$ cat src/rtl/fetch_queue.sv
// Instruction fetch queue: one-outstanding-request fetch FSM feeding a
// DEPTH-entry FIFO of {pc, instr} pairs, with redirect flush and stale-ack drop.
module fetch_queue #(
  parameter int unsigned       DATA_W   = 32,
  parameter int unsigned       ADDR_W   = 32,
  parameter int unsigned       DEPTH    = 4,
  parameter logic [ADDR_W-1:0] RESET_PC = '0
) (
  input  logic                    clk_i,
  input  logic                    reset_n_i,
  output logic                    imem_req_o,
  output logic [ADDR_W-1:0]       imem_addr_o,
  input  logic                    imem_ack_i,
  input  logic [DATA_W-1:0]       imem_data_i,
  input  logic                    stall_f_i,
  input  logic                    redirect_i,
  input  logic [ADDR_W-1:0]       redirect_pc_i,
  output logic                    valid_f_o,
  output logic [DATA_W-1:0]       instr_f_o,
  output logic [ADDR_W-1:0]       pc_f_o,
  output logic [$clog2(DEPTH):0]  count_o
);

  localparam int unsigned PW = $clog2(DEPTH);
  localparam int unsigned CW = PW + 1;
  localparam logic [CW-1:0] FULL = CW'(DEPTH);

  typedef enum logic [1:0] {
    IDLE,
    WAIT,
    DROP
  } state_e;

  state_e            state;
  logic [ADDR_W-1:0] fetch_pc;
  logic [PW-1:0]     wr_ptr;
  logic [PW-1:0]     rd_ptr;

  logic [ADDR_W-1:0] pc_mem    [DEPTH];
  logic [DATA_W-1:0] instr_mem [DEPTH];

  logic          ack_live;
  logic          push;
  logic          pop;
  logic          issue;
  logic [CW-1:0] count_next;

  always_comb begin
    ack_live   = imem_ack_i && (state != IDLE);
    push       = imem_ack_i && (state == WAIT) && !redirect_i;
    pop        = valid_f_o && !stall_f_i && !redirect_i;
    count_next = count_o + CW'(push) - CW'(pop);
    // An ack in DROP retires the stale request, so it may reissue like IDLE.
    issue      = !redirect_i && (count_next < FULL) && ((state == IDLE) || ack_live);
  end

  always_comb begin
    valid_f_o = (count_o != '0);
    instr_f_o = '0;
    pc_f_o    = '0;
    if (valid_f_o) begin
      instr_f_o = instr_mem[rd_ptr];
      pc_f_o    = pc_mem[rd_ptr];
    end
  end

  always_ff @(posedge clk_i) begin
    if (push) begin
      pc_mem[wr_ptr]    <= imem_addr_o;
      instr_mem[wr_ptr] <= imem_data_i;
    end
  end

  always_ff @(posedge clk_i or negedge reset_n_i) begin
    if (!reset_n_i) begin
      state       <= IDLE;
      imem_req_o  <= 1'b0;
      imem_addr_o <= '0;
      fetch_pc    <= RESET_PC;
      wr_ptr      <= '0;
      rd_ptr      <= '0;
      count_o     <= '0;
    end else if (redirect_i) begin
      wr_ptr   <= '0;
      rd_ptr   <= '0;
      count_o  <= '0;
      fetch_pc <= redirect_pc_i;
      // A request still in flight must be drained in DROP before reissuing.
      if (state != IDLE && !imem_ack_i) begin
        state      <= DROP;
        imem_req_o <= 1'b1;
      end else begin
        state      <= IDLE;
        imem_req_o <= 1'b0;
      end
    end else begin
      if (push) begin
        wr_ptr <= wr_ptr + PW'(1);
      end
      if (pop) begin
        rd_ptr <= rd_ptr + PW'(1);
      end
      count_o <= count_next;
      if (issue) begin
        state       <= WAIT;
        imem_req_o  <= 1'b1;
        imem_addr_o <= fetch_pc;
        fetch_pc    <= fetch_pc + ADDR_W'(4);
      end else if (ack_live) begin
        state      <= IDLE;
        imem_req_o <= 1'b0;
      end
    end
  end

endmodule

$ cat config.mk
export PLATFORM = sky130hd
export DESIGN_NAME = fetch_queue
export DESIGN_NICKNAME = d
export VERILOG_FILES = /design/src/rtl/fetch_queue.sv
export SDC_FILE = /design/constraint.sdc
export NUM_CORES = 1
export LEC_CHECK = 0
export ABC_AREA = 0
export BUFFER_PORTS_ARGS = -buffer_cell sky130_fd_sc_hd__buf_2
export CORE_MARGIN = 3
export CORE_UTILIZATION = 35
export DETAILED_ROUTE_END_ITERATION = 10
export PLACE_DENSITY = 0.64
export RECOVER_POWER = 50
export SLEW_MARGIN = 10
export SYNTH_ARGS = -nofsm -noshare
export SYNTH_HDL_FRONTEND = slang
export SYNTH_SLANG_ARGS = --single-unit
$ cat constraint.sdc
create_clock -name clk_i -period 3.55 [get_ports clk_i]
set_input_delay 0.355 -clock clk_i [delete_from_list [all_inputs] [get_ports clk_i]]
set_output_delay 0.355 -clock clk_i [all_outputs]
set_load 0.005 [all_outputs]
Word level (Yosys, flattened, before mapping)
Memories as Yosys holds them, arrays and structs flattened.
Index checks and enable logic that the tools add are counted.
{ "totals": {"output_inout_bits": 101, "mem_count": 2, "reg_bits": 74, "ramBits": 256, "in_bits": 69} }
{ "classes": {"n_mux": 19, "eq_ne": 1, "n_reduce_logical": 20, "order_cmp": 1, "bitwise_logic": 1, "addsub": 5} }
{ "memory_table": {"columns": ["memory", "words", "width", "rd", "rd_clocked_by_memory_dff", "write_ports", "line", "rtl"], "rows": [
  ["instr_mem", 4, 32, 1, 0, 1, "40", "logic [DATA_W-1:0] instr_mem [DEPTH];"],
  ["pc_mem", 4, 32, 1, 0, 1, "39", "logic [ADDR_W-1:0] pc_mem [DEPTH];"]
]} }
{ "ops": {"columns": ["cell", "n"], "rows": [
  ["2-to-1 mux 32 bit", 4],
  ["adder 32 x 3 -> 32 bit (second input constant)", 1],
  ["2-to-1 mux 2 bit", 8],
  ["logical AND 1 bit", 8],
  ["nonzero test 2 bit", 4],
  ["2-to-1 mux 1 bit", 6],
  ["nonzero test 3 bit", 2],
  ["adder 2 x 1 -> 2 bit (second input constant)", 2],
  ["adder 3 x 1 -> 3 bit", 1],
  ["zero test 1 bit", 3],
  ["< comparator 3 bit (second input constant)", 1],
  ["2-to-1 mux 3 bit", 1],
  ["subtractor 3 x 1 -> 3 bit", 1],
  ["equality test 2 x 1 -> 1 bit (second input constant)", 1],
  ["zero test 2 bit", 1],
  ["AND reduction 2 bit", 1],
  ["logical OR 1 bit", 1],
  ["NOT 1 bit", 1]
]} }

Longest topological paths before layout
{ "depth": {"word_depth": 10, "depth_mapped": 16, "depth_no_buf": 13} }

Least setup slack after synthesis
OpenSTA, ideal clock, no wires.
{ "synth_timing": {"path_kind": "input-to-reg", "startpoint": "in redirect_i", "endpoint": "reg fetch_pc[29]", "cell_stages": 15, "t_required_ps": 3424, "path_slack_ps": -430, "n_path_buf": 5, "arrival_ps": 3854, "cell_sequence": "clkbuf_1 > clkbuf_1 > clkbuf_1 > buf_1 > nor3_1 > ha_1 > inv_1 > ha_1 > inv_1 > fa_1 > xor3_1 > or3_1 > buf_2 > o41a_1 > a221o_1"} }
{ "synth_between": {"elab_chain_len": 8, "word_cells_on_any_way": 10} }
{ "synth_rtl": {"columns": ["element", "line", "rtl"], "rows": [
  ["start: declaration", "16", "input logic redirect_i,"],
  ["zero test 1 bit", "50, 51, 54", null],
  ["logical AND 1 bit", "50", "push = imem_ack_i && (state == WAIT) && !redirect_i;"],
  ["adder 3 x 1 -> 3 bit", "52", "count_next = count_o + CW'(push) - CW'(pop);"],
  ["subtractor 3 x 1 -> 3 bit", "52", null],
  ["< comparator 3 bit", "54", "issue = !redirect_i && (count_next < FULL) && ((state == IDLE) || ack_live);"],
  ["logical AND 1 bit (2 in a row)", "54", null],
  ["nonzero test 2 bit (no source line)", null, null],
  ["end signal: assignment", "87", "fetch_pc <= redirect_pc_i;"],
  ["end signal: assignment", "108", "fetch_pc <= fetch_pc + ADDR_W'(4);"],
  ["end: declaration", "35", "logic [ADDR_W-1:0] fetch_pc;"]
]} }
Several ways; a longest one is shown, not always the timed one.
A chain may end at the register's enable or synchronous reset.

Worst setup path in the final report
{ "layout_timing": {"startpoint": "reg state[1]", "endpoint": "reg fetch_pc[16]"} }
{ "layout_between": {"elab_chain_len": 9, "word_cells_on_any_way": 13} }
{ "layout_rtl": {"columns": ["element", "line", "rtl"], "rows": [
  ["start: declaration", "34", "state_e state;"],
  ["start signal: assignment", "76", "state <= IDLE;"],
  ["start signal: assignment", "90", "state <= DROP;"],
  ["start signal: assignment", "93", "state <= IDLE;"],
  ["equality test 2 x 1 -> 1 bit", "50", null],
  ["logical AND 1 bit (2 in a row)", "50", null],
  ["adder 3 x 1 -> 3 bit", "52", null],
  ["subtractor 3 x 1 -> 3 bit", "52", null],
  ["< comparator 3 bit", "54", null],
  ["logical AND 1 bit", "54", null],
  ["logical AND 1 bit *", "54", null],
  ["nonzero test 2 bit (no source line) *", null, null]
]} }
Every way passes the cells marked *; elsewhere a longest branch is shown, timed or not.

==> flow_summary_export.csv <==
group,metric,value,unit
run_status,status,"finished with violations",
run_status,violations,"max-capacitance violations, max-slew violations",
sta,finalClockSkew,0.0135,ns
min_path,hold_depth,3,
detailed_routing,ant_nets,0,
detailed_routing,drt-pass1-iter-count,5,
cts,cts_tree,"yes",
floorplanning,core,37800,µm²
cts,worst_skew_pair.late_latency,0.53,ns
cts,cts.sinks,330,
synthesis,synth_top_family_by_area,"multiplexers",
floorplanning,die_area,40800,µm²
sta,finalCritPeriodShare,93.2,%
synthesis,asyncSetResetFlopFracSynth,22.4,%
synthesis,synthMuxAreaShare,13.7,%
critical_path,ff2ff_setup_slack,0.24,ns
synthesis,ys.flop_type,"edfxtp_1",
global_routing,gr-usage-all-layers,15.5,%
min_path,hold_class,"input pin to flop",
critical_path,crit_path_start_kind,"flop",
power,total_power,11.9,mW
cts,cts_buffer_depth,3,
synthesis,synth-simple-area-share,8.54,%
synthesis,synth_edf_count,256,
sta,fin_tns_setup,0,ns
critical_path,arrival,3.69,ns
finish,nNetsFinal,1039,
min_path,min_to,"fetch_pc[18]$_DFFE_PN0P_",
detailed_routing,drt_wl_total,31100,µm
detailed_routing,wl_per_cell,20.7,µm
critical_path,reg2reg_to,"fetch_pc[16]$_DFFE_PN0P_",
floorplanning,die_h,202,µm
sta,fmax,302,MHz
cts,root_buffer,"clkbuf_16",
placed_design,place_ws,0.198,ns
synthesis,synth_area_per_cell,17.4,µm²
floorplanning,rows,71,
critical_path,worst_setup_path_end_kind,"flop",
detailed_routing,remaining_drc_errors,0,
floorplanning,fp.dieW,202,µm
placed_design,gp_congestion,0.788,
global_routing,grt_pass1_wl,48300,µm
synthesis,synth.top_cells.by_area,"edfxtp_1, dfrtp_1, mux4_2",
cts,cts_made_buffers,37,
finish,drive_above_1_share,30.3,%
synthesis,synth_cell_types,46,
synthesis,ys_top_cells_by_count,"edfxtp_1, dfrtp_1, and2_1",
sta,drv_slew,99,
cts,post-cts-setup-buffers,0,
critical_path,cp_max_fo,15,
placed_design,dp_hpwl,19300,µm
global_routing,antenna_found_initial,0,
global_routing,grt_max_degree,75,
synthesis,syn_area,13400,µm²
critical_path,r2r_cells,14,
power,powerDensity,733,nW/µm²
placed_design,port_buffers,169,
floorplanning,start_util,35.6,%
synthesis,synth_compound_gate_area_share,3.36,%
synthesis,yosys.area.top_type,"edfxtp_1",
global_routing,gr-total-overflow,0,
global_routing,grt_pass1_vias,7809,
synthesis,yosysSeqAreaShare,71.0,%
synthesis,syn_inst,771,
min_path,hp-start,"redirect_pc_i[18]",
finish,diodes,0,
synthesis,synth-adder-area-share,0.801,%
synthesis,syn_nets,848,
critical_path,crit_required,3.93,ns
critical_path,worst-setup-path-type,"flop to flop",
sta,period_minus_slack,3.31,ns
cts,htreeDepth,2,
power,p_leak,5.63,nW
floorplanning,boundaryPins,170,
synthesis,post-synth-top-count-cell,"edfxtp_1",
detailed_routing,routed_via_density,5.05,
run,max_cap_viol_count,2,
synthesis,synth_top_area_share,57.2,%
sta,finalSetupViolations,0,
synthesis,ys_seq_elements,330,
sta,worst_slack,0.243,ns
synthesis,synthXorXnorAreaFrac,0.931,%
synthesis,yosys_warnings,0,
sta,worstMarginPinSlew,2.08,ns
critical_path,reg2reg_from,"state[1]$_DFFE_PN0P_",
sta,slew_headroom,-38.4,%
finish,synthToLayoutAreaGrowth,20.8,%
detailed_routing,dr_total_vias,7587,
cts,cts.clk_slew.worst_paths,0.06,ns
sta,rsz0062_at_grt,"false",
sta,finalHoldViolations,0,
power,vdd_drop_max,499,µV
detailed_routing,drt_iter0_drc,406,
finish,utilization,43.0,%
-- cells by family after synthesis --
kind of cell,Yosys count
XOR/XNOR,11
flip-flops,330
adder cells (fa/ha/maj),8
buffers and inverters,56
multiplexers,100
AO/OA/AOI/OAI,61
AND/OR/NAND/NOR,205
-- cells in the final DEF (no fill, tap or decap), types with 4 or more instances in the layout --
| cell | netlist | routed |
|---|---|---|
| o31ai_1 | 9 | 9 |
| or2_2 | 6 | 6 |
| nand4_1 | 12 | 12 |
| clkbuf_16 | 0 | 39 |
| clkinv_1 | 0 | 4 |
| edfxtp_1 | 256 | 256 |
| a31oi_1 | 7 | 7 |
| xnor2_1 | 7 | 7 |
| o21ai_0 | 12 | 12 |
| o311ai_0 | 10 | 8 |
| dfrtp_1 | 74 | 72 |
| a21oi_1 | 4 | 4 |
| nand3_1 | 18 | 18 |
| mux4_2 | 64 | 64 |
| nor3_1 | 7 | 6 |
| mux2_2 | 34 | 34 |
| and2_1 | 69 | 65 |
| a221o_1 | 4 | 4 |
| ha_1 | 7 | 7 |
| inv_1 | 11 | 10 |
| nor2_1 | 23 | 22 |
| clkbuf_1 | 27 | 66 |
| nand2_1 | 30 | 30 |
| buf_4 | 0 | 9 |
| buf_2 | 9 | 111 |
| or4_1 | 9 | 9 |
| nor2b_1 | 9 | 9 |
| nor4_1 | 8 | 8 |
| and4_1 | 5 | 5 |
| buf_12 | 0 | 8 |
| dlygate4sd3_1 | 0 | 8 |
| clkinv_2 | 0 | 7 |
-- worst max path at each step --
stage | from | end | slack [ns]
floorplan | redirect_i | fetch_pc[29]$_DFFE_PN0P_ | 0.01
global placement | imem_ack_i | fetch_pc[13]$_DFFE_PN0P_ | 0.25
detailed placement | state[1]$_DFFE_PN0P_ | fetch_pc[11]$_DFFE_PN0P_ | 0.20
CTS | state[1]$_DFFE_PN0P_ | fetch_pc[13]$_DFFE_PN0P_ | 0.21
global route | state[1]$_DFFE_PN0P_ | fetch_pc[18]$_DFFE_PN0P_ | 0.008
finish | state[1]$_DFFE_PN0P_ | fetch_pc[16]$_DFFE_PN0P_ | 0.24
-- layer usage --
| metal | track usage, % | vias to the layer above | routed length [µm] |
|---|---|---|---|
| li1 | - | 3441 | - |
| met1 | 22.2 | 3872 | 14000 |
| met2 | 24.2 | 239 | 14700 |
| met3 | 3.74 | 35 | 2020 |
| met4 | 3.31 | 0 | 422 |
| met5 | 0 | - | 0 |
-- per-stage QoR --
step                instances  hold slack (ns)  area (µm²)
finish                   1501           0.0457       16200
global placement         1426            0.484       15000
detailed placement       1426            0.490       15000
floorplan                 771           0.0594       13500
global route             1501           0.0107       16200
CTS                      1501         0.000699       16300
-- critical path: stages, from the launching register on --
cell      delay [ns]
dfrtp_1         0.42
inv_1           0.09
nand3_1         0.09
nor2_1          0.15
inv_1           0.08
ha_1            0.28
inv_1           0.06
ha_1            0.12
inv_1           0.04
fa_1            0.40
xor3_1          0.22
buf_4           0.21
or3_1           0.47
o311ai_0        0.34
o311ai_0        0.19
-- registers in the layout, summed over array words and instances (netlist names) --
register / count
count_o: 3
fetch_pc: 32
imem_addr_o: 32
imem_req_o: 1
instr_mem: 128
pc_mem: 128
rd_ptr: 2
state: 2
wr_ptr: 2
-- repair_timing --
item                       4_1_cts  5_1_grt
hold buffers                     8        0
gates resized for setup          0        3
hold endpoints to repair        24        0
setup endpoints to repair        0        4
-- power by group --
| part | total [mW] | leakage [nW] | switching (mW) | internal (mW) |
|---|---|---|---|---|
| combinational | 2.79 | 1.85 | 1.33 | 1.46 |
| clock | 3.79 | 0.591 | 1.52 | 2.27 |
| sequential | 5.32 | 3.19 | 0.535 | 4.78 |
-- layout make-up --
type | instances | area [µm²]
Clock inverter | 20 | 189
Inverter | 11 | 41.3
Timing Repair Buffer | 197 | 1090
Tap cell | 511 | 639
Clock buffer | 47 | 1030
Sequential cell | 330 | 9550
Multi-Input combinational cell | 385 | 3700
Fill cell | 3393 | 21500
(Power assumes the default switching activity.)
